**src/rtl/ddram_req_arbiter.sv**
```systemverilog
// DDRAM access arbiter: NCH read channels plus one loader write port share one
// command interface. Fixed or round-robin priority; one transaction at a time.
module ddram_req_arbiter #(
   parameter int NCH = 4,
   parameter int AW  = 29,
   parameter int DW  = 64,
   parameter bit RR  = 1'b1
) (
   input  logic              clk,
   input  logic              reset,
   input  logic [NCH-1:0]    ch_req,
   input  logic [NCH*AW-1:0] ch_addr,
   output logic [NCH-1:0]    ch_ack,
   output logic [DW-1:0]     ch_data,
   input  logic              dl_active,
   input  logic              dl_we,
   input  logic [AW-1:0]     dl_addr,
   input  logic [DW-1:0]     dl_din,
   input  logic [DW/8-1:0]   dl_be,
   output logic              dl_ack,
   output logic              ddram_rd,
   output logic              ddram_we,
   output logic [AW-1:0]     ddram_addr,
   output logic [DW-1:0]     ddram_din,
   output logic [DW/8-1:0]   ddram_be,
   input  logic              ddram_busy,
   input  logic [DW-1:0]     ddram_dout,
   input  logic              ddram_dout_ready,
   output logic [2:0]        grant_id,
   output logic              arb_busy
);

   typedef enum logic [1:0] {IDLE, RD_CMD, RD_WAIT, WR_CMD} state_t;

   state_t           state, state_nx;
   logic [NCH-1:0]   served, elig;
   logic [2*NCH-1:0] rot;
   logic [2:0]       ptr, base, off, pick, ptr_nx;
   logic [3:0]       sum;
   logic             found;
   logic [AW-1:0]    pick_addr, rd_addr, wr_addr;
   logic [DW-1:0]    wr_din;
   logic [DW/8-1:0]  wr_be;
   logic             wr_pend, rd_grant, rd_done, wr_done;

   // Winner search: rotate the eligible set so the search origin sits at bit 0,
   // take the lowest set bit, then rotate the offset back to a channel index.
   always_comb begin
      // NOTE: every always_comb output gets a default first, so no path can infer a latch.
      elig  = ch_req & ~served;
      base  = RR ? ptr : 3'd0;
      rot   = {elig, elig} >> base;
      found = 1'b0;
      off   = 3'd0;
      for (int j = NCH - 1; j >= 0; j--) begin
         if (rot[j]) begin
            found = 1'b1;
            off   = 3'(j);
         end
      end
      sum = {1'b0, base} + {1'b0, off};
      if (sum >= 4'(NCH)) sum = sum - 4'(NCH);
      pick      = sum[2:0];
      pick_addr = '0;
      for (int i = 0; i < NCH; i++) begin
         if (pick == 3'(i)) pick_addr = ch_addr[i*AW +: AW];
      end
      ptr_nx = (pick == 3'(NCH - 1)) ? 3'd0 : pick + 3'd1;
   end

   // A pending or arriving loader write always beats a new read grant.
   always_comb begin
      state_nx = state;
      rd_grant = 1'b0;
      unique case (state)
         IDLE: begin
            if (wr_pend || dl_we) begin
               state_nx = WR_CMD;
            end else if (!dl_active && found) begin
               state_nx = RD_CMD;
               rd_grant = 1'b1;
            end
         end
         RD_CMD:  if (!ddram_busy)       state_nx = RD_WAIT;
         RD_WAIT: if (ddram_dout_ready)  state_nx = IDLE;
         WR_CMD:  if (!ddram_busy)       state_nx = IDLE;
         default: state_nx = IDLE;
      endcase
   end

   assign rd_done = (state == RD_WAIT) && ddram_dout_ready;
   assign wr_done = (state == WR_CMD) && !ddram_busy;

   always_ff @(posedge clk or posedge reset) begin
      // NOTE: registers use non-blocking assignments so each one samples pre-edge values.
      if (reset) state <= IDLE;
      else       state <= state_nx;
   end

   always_ff @(posedge clk or posedge reset) begin
      if (reset) begin
         served   <= '0;
         ptr      <= '0;
         grant_id <= '0;
         rd_addr  <= '0;
         ch_ack   <= '0;
         ch_data  <= '0;
         dl_ack   <= 1'b0;
         wr_pend  <= 1'b0;
         wr_addr  <= '0;
         wr_din   <= '0;
         wr_be    <= '0;
      end else begin
         ch_ack <= '0;
         dl_ack <= wr_done;
         // A channel becomes eligible again only after it has been seen idle.
         served <= served & ch_req;
         if (rd_grant) begin
            grant_id <= pick;
            rd_addr  <= pick_addr;
            ptr      <= ptr_nx;
         end
         if (rd_done) begin
            ch_data <= ddram_dout;
            for (int i = 0; i < NCH; i++) begin
               if (grant_id == 3'(i)) begin
                  ch_ack[i] <= 1'b1;
                  served[i] <= 1'b1;
               end
            end
         end
         // A later strobe overwrites a write that has not been accepted yet.
         if (dl_we) begin
            wr_pend <= 1'b1;
            wr_addr <= dl_addr;
            wr_din  <= dl_din;
            wr_be   <= dl_be;
         end else if (wr_done) begin
            wr_pend <= 1'b0;
         end
      end
   end

   assign ddram_rd = (state == RD_CMD);
   assign ddram_we = (state == WR_CMD);
   assign arb_busy = (state != IDLE);

   always_comb begin
      ddram_addr = '0;
      ddram_din  = '0;
      ddram_be   = '0;
      if (state == RD_CMD) begin
         ddram_addr = rd_addr;
         ddram_be   = '1;
      end else if (state == WR_CMD) begin
         ddram_addr = wr_addr;
         ddram_din  = wr_din;
         ddram_be   = wr_be;
      end
   end

endmodule

```
**config.mk**
```make
export PLATFORM = sky130hd
export DESIGN_NAME = ddram_req_arbiter
export DESIGN_NICKNAME = d
export VERILOG_FILES = /design/src/rtl/ddram_req_arbiter.sv
export SDC_FILE = /design/constraint.sdc
export NUM_CORES = 1
export LEC_CHECK = 0
export ABC_AREA = 1
export BUFFER_PORTS_ARGS = -buffer_cell sky130_fd_sc_hd__buf_2
export CAP_MARGIN = 25
export CORE_AREA = 2 2 184 186
export CTS_CLUSTER_SIZE = 28
export DETAILED_ROUTE_END_ITERATION = 12
export DIE_AREA = 0 0 186 188
export GPL_ROUTABILITY_DRIVEN = 0
export PLACE_DENSITY_LB_ADDON = 0.12
export SYNTH_ARGS = -nofsm -noshare
export SYNTH_HDL_FRONTEND = slang
export SYNTH_SLANG_ARGS = --single-unit
```
**constraint.sdc**
```tcl
create_clock -name clk -period 8.4 [get_ports clk]
set_input_delay 1.26 -clock clk [delete_from_list [all_inputs] [get_ports clk]]
set_output_delay 1.26 -clock clk [all_outputs]
set_load 0.005 [all_outputs]
```
==> results of run 1 <==
==> final timing paths <==
path                                to  cells past startpoint  startpoint
min                         rd_addr[4]                      2  rd_addr[4]
max                         rd_addr[3]                     20   ch_req[0]
max in group asynchronous   wr_addr[2]                      3       reset
max reg2reg                 rd_addr[3]                     19     base[0]
min in group asynchronous  ch_data[11]                      2       reset
min reg2reg                 rd_addr[4]                      2  rd_addr[4]
==> cells in the final DEF (no fill, tap or decap), types with 2 or more instances in the layout <==
cell	count
diode_2	4
nor2_1	75
buf_4	4
buf_16	3
o21ai_2	6
buf_2	465
nand4_1	29
o21ai_1	9
clkbuf_1	4
ha_1	6
nand3_2	2
dfrtp_1	212
nand2_2	2
clkbuf_16	25
a21oi_1	10
o22ai_1	2
clkinv_2	5
nand3_4	2
mux2_2	64
bufinv_16	2
inv_1	124
o21ai_0	154
nand3_1	74
or2_2	29
clkbuf_8	7
nand2_1	310
==> area by class of cell <==
class                   count  area, sq um  area share [%]
flip-flops and latches    212         5310            38.8
multi-input cells         779         4030            29.5
repair buffers            474         2470            18.1
clock buffers              36          737            5.39
well taps                 448          561            4.10
inverters                 126          480            3.51
clock inverters             7         85.1           0.622
diodes                      4         10.0          0.0732
==> flip-flops by register name (all words and copies together), names as in the netlist <==
| register | flops |
|---|---|
| base | 3 |
| ch_ack | 4 |
| ch_data | 64 |
| dl_ack | 1 |
| grant_id | 3 |
| rd_addr | 29 |
| served | 4 |
| state | 2 |
| wr_addr | 29 |
| wr_be | 8 |
| wr_din | 64 |
| wr_pend | 1 |
==> cell usage after synthesis, drive strengths merged <==
library cell | number | area (sq um)
or2 | 29 | 181
a21boi | 1 | 7.51
nand4 | 29 | 181
ha | 6 | 75.1
nand2 | 313 | 1180
fa | 1 | 20.0
nand3 | 78 | 413
o22ai | 2 | 12.5
buf | 24 | 131
clkbuf | 55 | 209
mux2 | 64 | 721
inv | 126 | 473
a21oi | 10 | 50.1
dfrtp | 212 | 5310
nor2 | 77 | 292
o21ai | 169 | 868
==> logic make-up after synthesis <==
kind of cell	count (synthesis)
AOI/OAI and AO/OA	182
adders and majority gates	7
buffers and inverters	205
DFF	212
muxes	64
and+or+nand+nor	526
==> tightest hold or removal path: stages, from the launching register on <==
cell and delay (ns):
dfrtp_1 0.34, nand2_1 0.06, o21ai_2 0.05
==> per-stage QoR <==
stage | setup slack, ns | cells
global route | 3.12 | 2085
global placement | 2.61 | 2035
CTS | 3.54 | 2080
detailed placement | 3.05 | 2037
floorplan | 1.35 | 1196
finish | 3.52 | 2086
==> routing by layer <==
layer	global-route usage [%]	wire length [microns]	up-vias
li1	-	-	4669
met1	23.6	14500	4375
met2	33.0	16500	330
met3	4.74	2600	44
met4	4.51	607	6
met5	0	40	-
==> power breakdown <==
part	total (W)	switching (W)	internal, W
clock network	0.00109	0.000426	0.000664
logic	0.00206	0.00123	0.000832
registers	0.00142	0.000132	0.00129
==> impl_metrics.toml, run 1 <==
[outcome]
outcome = "finished, final reports clean"

[place]
postPlaceCellArea_sq_um = 12800
placement.io_buffers = 466
place_hpwl_microns = 25400

[floorplan]
die_w_microns = 186
vertical_die_dimension_microns = 188
num_rows = 67
initial_utilization_pct = 30.6
design.portCount = 467
placeableCoreArea_sq_um = 33100
dieArea_sq_um = 35000

[cts]
cts.reportedPaths.clkPinSlew_ns = 0.06
cts_tree = "done"
cts_setup_buffers = 0
cts-root-to-sink-buffers = 3
worst_skew_pair.late_latency_ns = 0.52
cts_max_level = 1
tritoncts_num_sinks = 212
post_cts_resized = 0
numCtsBuffers = 25
cts_root_buffer_type = "clkbuf_16"
hold_buffers = 0

[worst_setup_path]
cpLargestDelayFamily = "adder cells"
worstSetupPathType = "input pin to flop"
r2r_setup_slack_ns = 3.81
worst_setup_sp_type = "input pin"
crit_path_max_incr_delay_ns = 0.87
timing.critical_path.fanout_max = 30
crit_arrival_ns = 5.24
worst_path_most_repeated_cell = "nand2_1"
cp_data_required_time_ns = 8.76
worst_path_max_delay_cell = "ha_1"
worst_path_bufs_invs = 4
path_cells = "buf_2, inv_1, nor2_1, nand2_1, nand2_1, nand2_1, nand2_1, nand3_1, a21boi_0, ha_1, fa_1, inv_1, ha_1, inv_1, nand4_1, nand2_1, nand2_1, nand3_1, nand2_1, o21ai_1"
worstSetupEndpointType = "flop"

[logic_synthesis]
synth_top_family_by_area = "simple AND/OR/NAND/NOR gates"
post_syn_instances = 1196
synthAdderAreaFrac_pct = 0.940
muxShareOfSynthArea_pct = 7.12
post_synth_num_cell_types = 27
synth.yosys.warnings = 0
synth_compound_area_share_pct = 9.28
synth.ff_latch_count = 212
post_synthesis_mean_instance_area_sq_um = 8.46
seq_area_frac_synth_pct = 52.4
syn_area_sq_um = 10100
synthesis.nets = 1494
synth-simple-area-share_pct = 22.2
yosys.area_share.xor_xnor_pct = 0

[global_route]
grt_antenna_before_repair = 6
groute.usage.overall_pct = 19.0
global_route_wire_length_before_repair_microns = 52200
grt_overflow_total = 0
grt_pass1_vias = 9334
grt_start_max_net_pins = 120

[cells_and_area]
layout.cell_area.non_filler_sq_um = 13700
fin_nets = 1916
layout_fillers = 3486
drive_above_1_share_pct = 38.1
area_growth_pct = 35.2
final_core_util_pct = 41.3

[sta]
hold_viol = 0
f_max_mhz = 205
setup_skew_ns = 0.0137
timing.hold.ws_ns = 0.481
report.final.setup_viol = 0
grt_setup_unrepaired = "false"
tightest_slew_ns = 1.08
report.final.slew_viol_count = 0
final.min_clock_period_ns = 4.88
timing.setup.tns_ns = 0
period_utilization_post_route_pct = 58.1
relSlewSlack_pct = 27.7

[drt]
routed-via-count = 9424
vias_per_cell = 4.52
first_pass_iters = 5
dr_wl_cell_microns = 16.4
drtIter0Drc = 484
postRouteWirelength_microns = 34200
drc = 0
detail-route-antenna-nets = 0

[hold_path]
hp-class = "flop to flop"

[pwr]
report.power.total_w = 0.00457
leakage_power_nw = 7.37
max-vdd-ir-drop_v = 0.000213
power_density_nw_per_um2 = 334

[run]
drv.max_cap_violation_count = 0
(Power assumes the default switching activity.)
==> inputs of run 2 (changes only) <==
Clock period 8.4 ns to 4.95 ns, I/O delays scaled along.
==> run 2 against run 1 <==
Compared with the run above: sequential cell count stayed put; die area stayed put; sequential power grew 70%; utilization is essentially flat; sequential share of layout area barely moved; clock skew down 0.0058 ns; critical path depth fell by 1; clock power rose by 66%; global-route usage decreased by 0.44 points; total power grew 69%; critical endpoint is now rd_addr[25]; highest routed layer unchanged.
==> impl_metrics.toml, run 2 (synthesis results as in run 1) <==
[drt]
dr_wl_cell_microns = 16.0
detail-route-antenna-nets = 0
first_pass_iters = 5
drtIter0Drc = 383
drc = 0
vias_per_cell = 4.53
routed-via-count = 9469
postRouteWirelength_microns = 33500

[cts]
cts_max_level = 1
cts-root-to-sink-buffers = 3
worst_skew_pair.late_latency_ns = 0.51
post_cts_resized = 0
cts_root_buffer_type = "clkbuf_16"
cts_setup_buffers = 0
hold_buffers = 0
numCtsBuffers = 25
tritoncts_num_sinks = 212
cts.reportedPaths.clkPinSlew_ns = 0.06
cts_tree = "done"

[sta]
f_max_mhz = 278
final.min_clock_period_ns = 3.59
timing.hold.ws_ns = 0.328
post-route-worst-setup-slack_ns = 1.36
tightest_slew_ns = 1.02
grt_setup_unrepaired = "false"
relSlewSlack_pct = 31.9
timing.setup.tns_ns = 0
hold_viol = 0
report.final.slew_viol_count = 0
report.final.setup_viol = 0
period_utilization_post_route_pct = 72.6
setup_skew_ns = 0.00791

[global_route]
grt_pass1_vias = 9248
groute.usage.overall_pct = 18.6
grt_overflow_total = 0
grt_start_max_net_pins = 120
global_route_wire_length_before_repair_microns = 51200
grt_antenna_before_repair = 7

[cells_and_area]
layout.cell_area.non_filler_sq_um = 13700
commonest_non_fill_non_tap_cell_in_the_layout = "buf_2"
drive_above_1_share_pct = 38.1
area_growth_pct = 35.1
layout_fillers = 3493
mostFrequentLayoutCells = "buf_2, nand2_1, dfrtp_1, o21ai_0, inv_1"
fin_nets = 1921
largestRegisters = "ch_data: 64 flops, wr_din: 64 flops"

[place]
place_hpwl_microns = 25000
dp_slack_ns = 1.05
postPlaceCellArea_sq_um = 12900
placement.io_buffers = 466

[hold_path]
hp-class = "input pin to async pin"

[worst_setup_path]
worstSetupEndpointType = "flop"
timing.critical_path.fanout_max = 29
cp_data_required_time_ns = 5.36
r2r_setup_slack_ns = 1.36
crit_arrival_ns = 4.00
worstSetupPathType = "flop to flop"
worst_setup_sp_type = "flop"
r2r_cells = 19
r2r_start = "base[0]"
rr_endpoint = "rd_addr[25]"

[floorplan]
initial_utilization_pct = 30.6
vertical_die_dimension_microns = 188
placeableCoreArea_sq_um = 33100
num_rows = 67
die_w_microns = 186
dieArea_sq_um = 35000
design.portCount = 467

[run]
drv.max_cap_violation_count = 0

[pwr]
report.power.total_w = 0.00775
power_density_nw_per_um2 = 567
max-vdd-ir-drop_v = 0.000336
leakage_power_nw = 7.37

[outcome]
outcome = "finished, final reports clean"
-- run 2: changes by cell type in the layout (fill, tap and decap cells not counted) --
cell,delta
clkinvlp_4,+1
buf_16,-2
clkbuf_8,-2
buf_4,+6
diode_2,-1
buf_12,+1
clkbuf_1,+4
inv_8,-1
-- run 2: worst max-delay path by stage --
stage	from	endpoint	slack (ns)	depth (start not counted)
global placement	ch_req[0]	rd_addr[14]	1.07	20
detailed placement	ch_req[0]	rd_addr[14]	1.05	20
floorplan	reset	base[0]	1.45	1
finish	base[0]	rd_addr[25]	1.36	19
CTS	base[0]	rd_addr[14]	1.38	19
global route	base[0]	rd_addr[25]	1.01	19
-- run 2: per-layer routing --
metal / vias up / GRT usage, % / wire length, microns
met4: 6 / 4.18 / 605
li1: 4666 / - / -
met5: - / 0 / 32
met1: 4356 / 23.3 / 13600
met2: 387 / 32.0 / 16300
met3: 54 / 4.82 / 2970
-- run 2: final cells by class --
type / count / area, sq um / area share, %
Clock inverter: 7 / 85.1 / 0.622
Multi-Input combinational cell: 779 / 4030 / 29.5
Antenna cell: 3 / 7.51 / 0.0549
Clock buffer: 38 / 724 / 5.30
Timing Repair Buffer: 479 / 2480 / 18.2
Inverter: 126 / 477 / 3.49
Sequential cell: 212 / 5310 / 38.8
Tap cell: 448 / 561 / 4.10
-- run 2: metrics by stage --
step           std cells  util [%]
5_1_grt             2092      41.3
4_1_cts             2089      41.3
6_report            2092      41.3
3_5_place_dp        2044      38.8
2_1_floorplan       1196         -
3_3_place_gp        2042      38.7
-- run 2: worst max-delay path, stage by stage (launching register included) --
cell and delay, ns:
dfrtp_1 0.45, inv_2 0.13, nor2_1 0.05, nand2_1 0.08
nand2_1 0.06, nand2_1 0.05, nand2_1 0.07, nand3_1 0.06
a21boi_0 0.08, ha_1 0.22, fa_1 0.57, inv_1 0.10
ha_1 0.21, inv_1 0.69, nand4_1 0.19, nand2_1 0.14
nand2_1 0.07, nand3_1 0.09, nand2_1 0.06, o21ai_0 0.13
-- run 2: power by group --
group          leakage, nW  internal, W  switching [W]  total [W]
Sequential            2.61      0.00219       0.000235    0.00242
Clock                0.401      0.00111       0.000707    0.00181
Combinational         4.35      0.00142        0.00209    0.00351
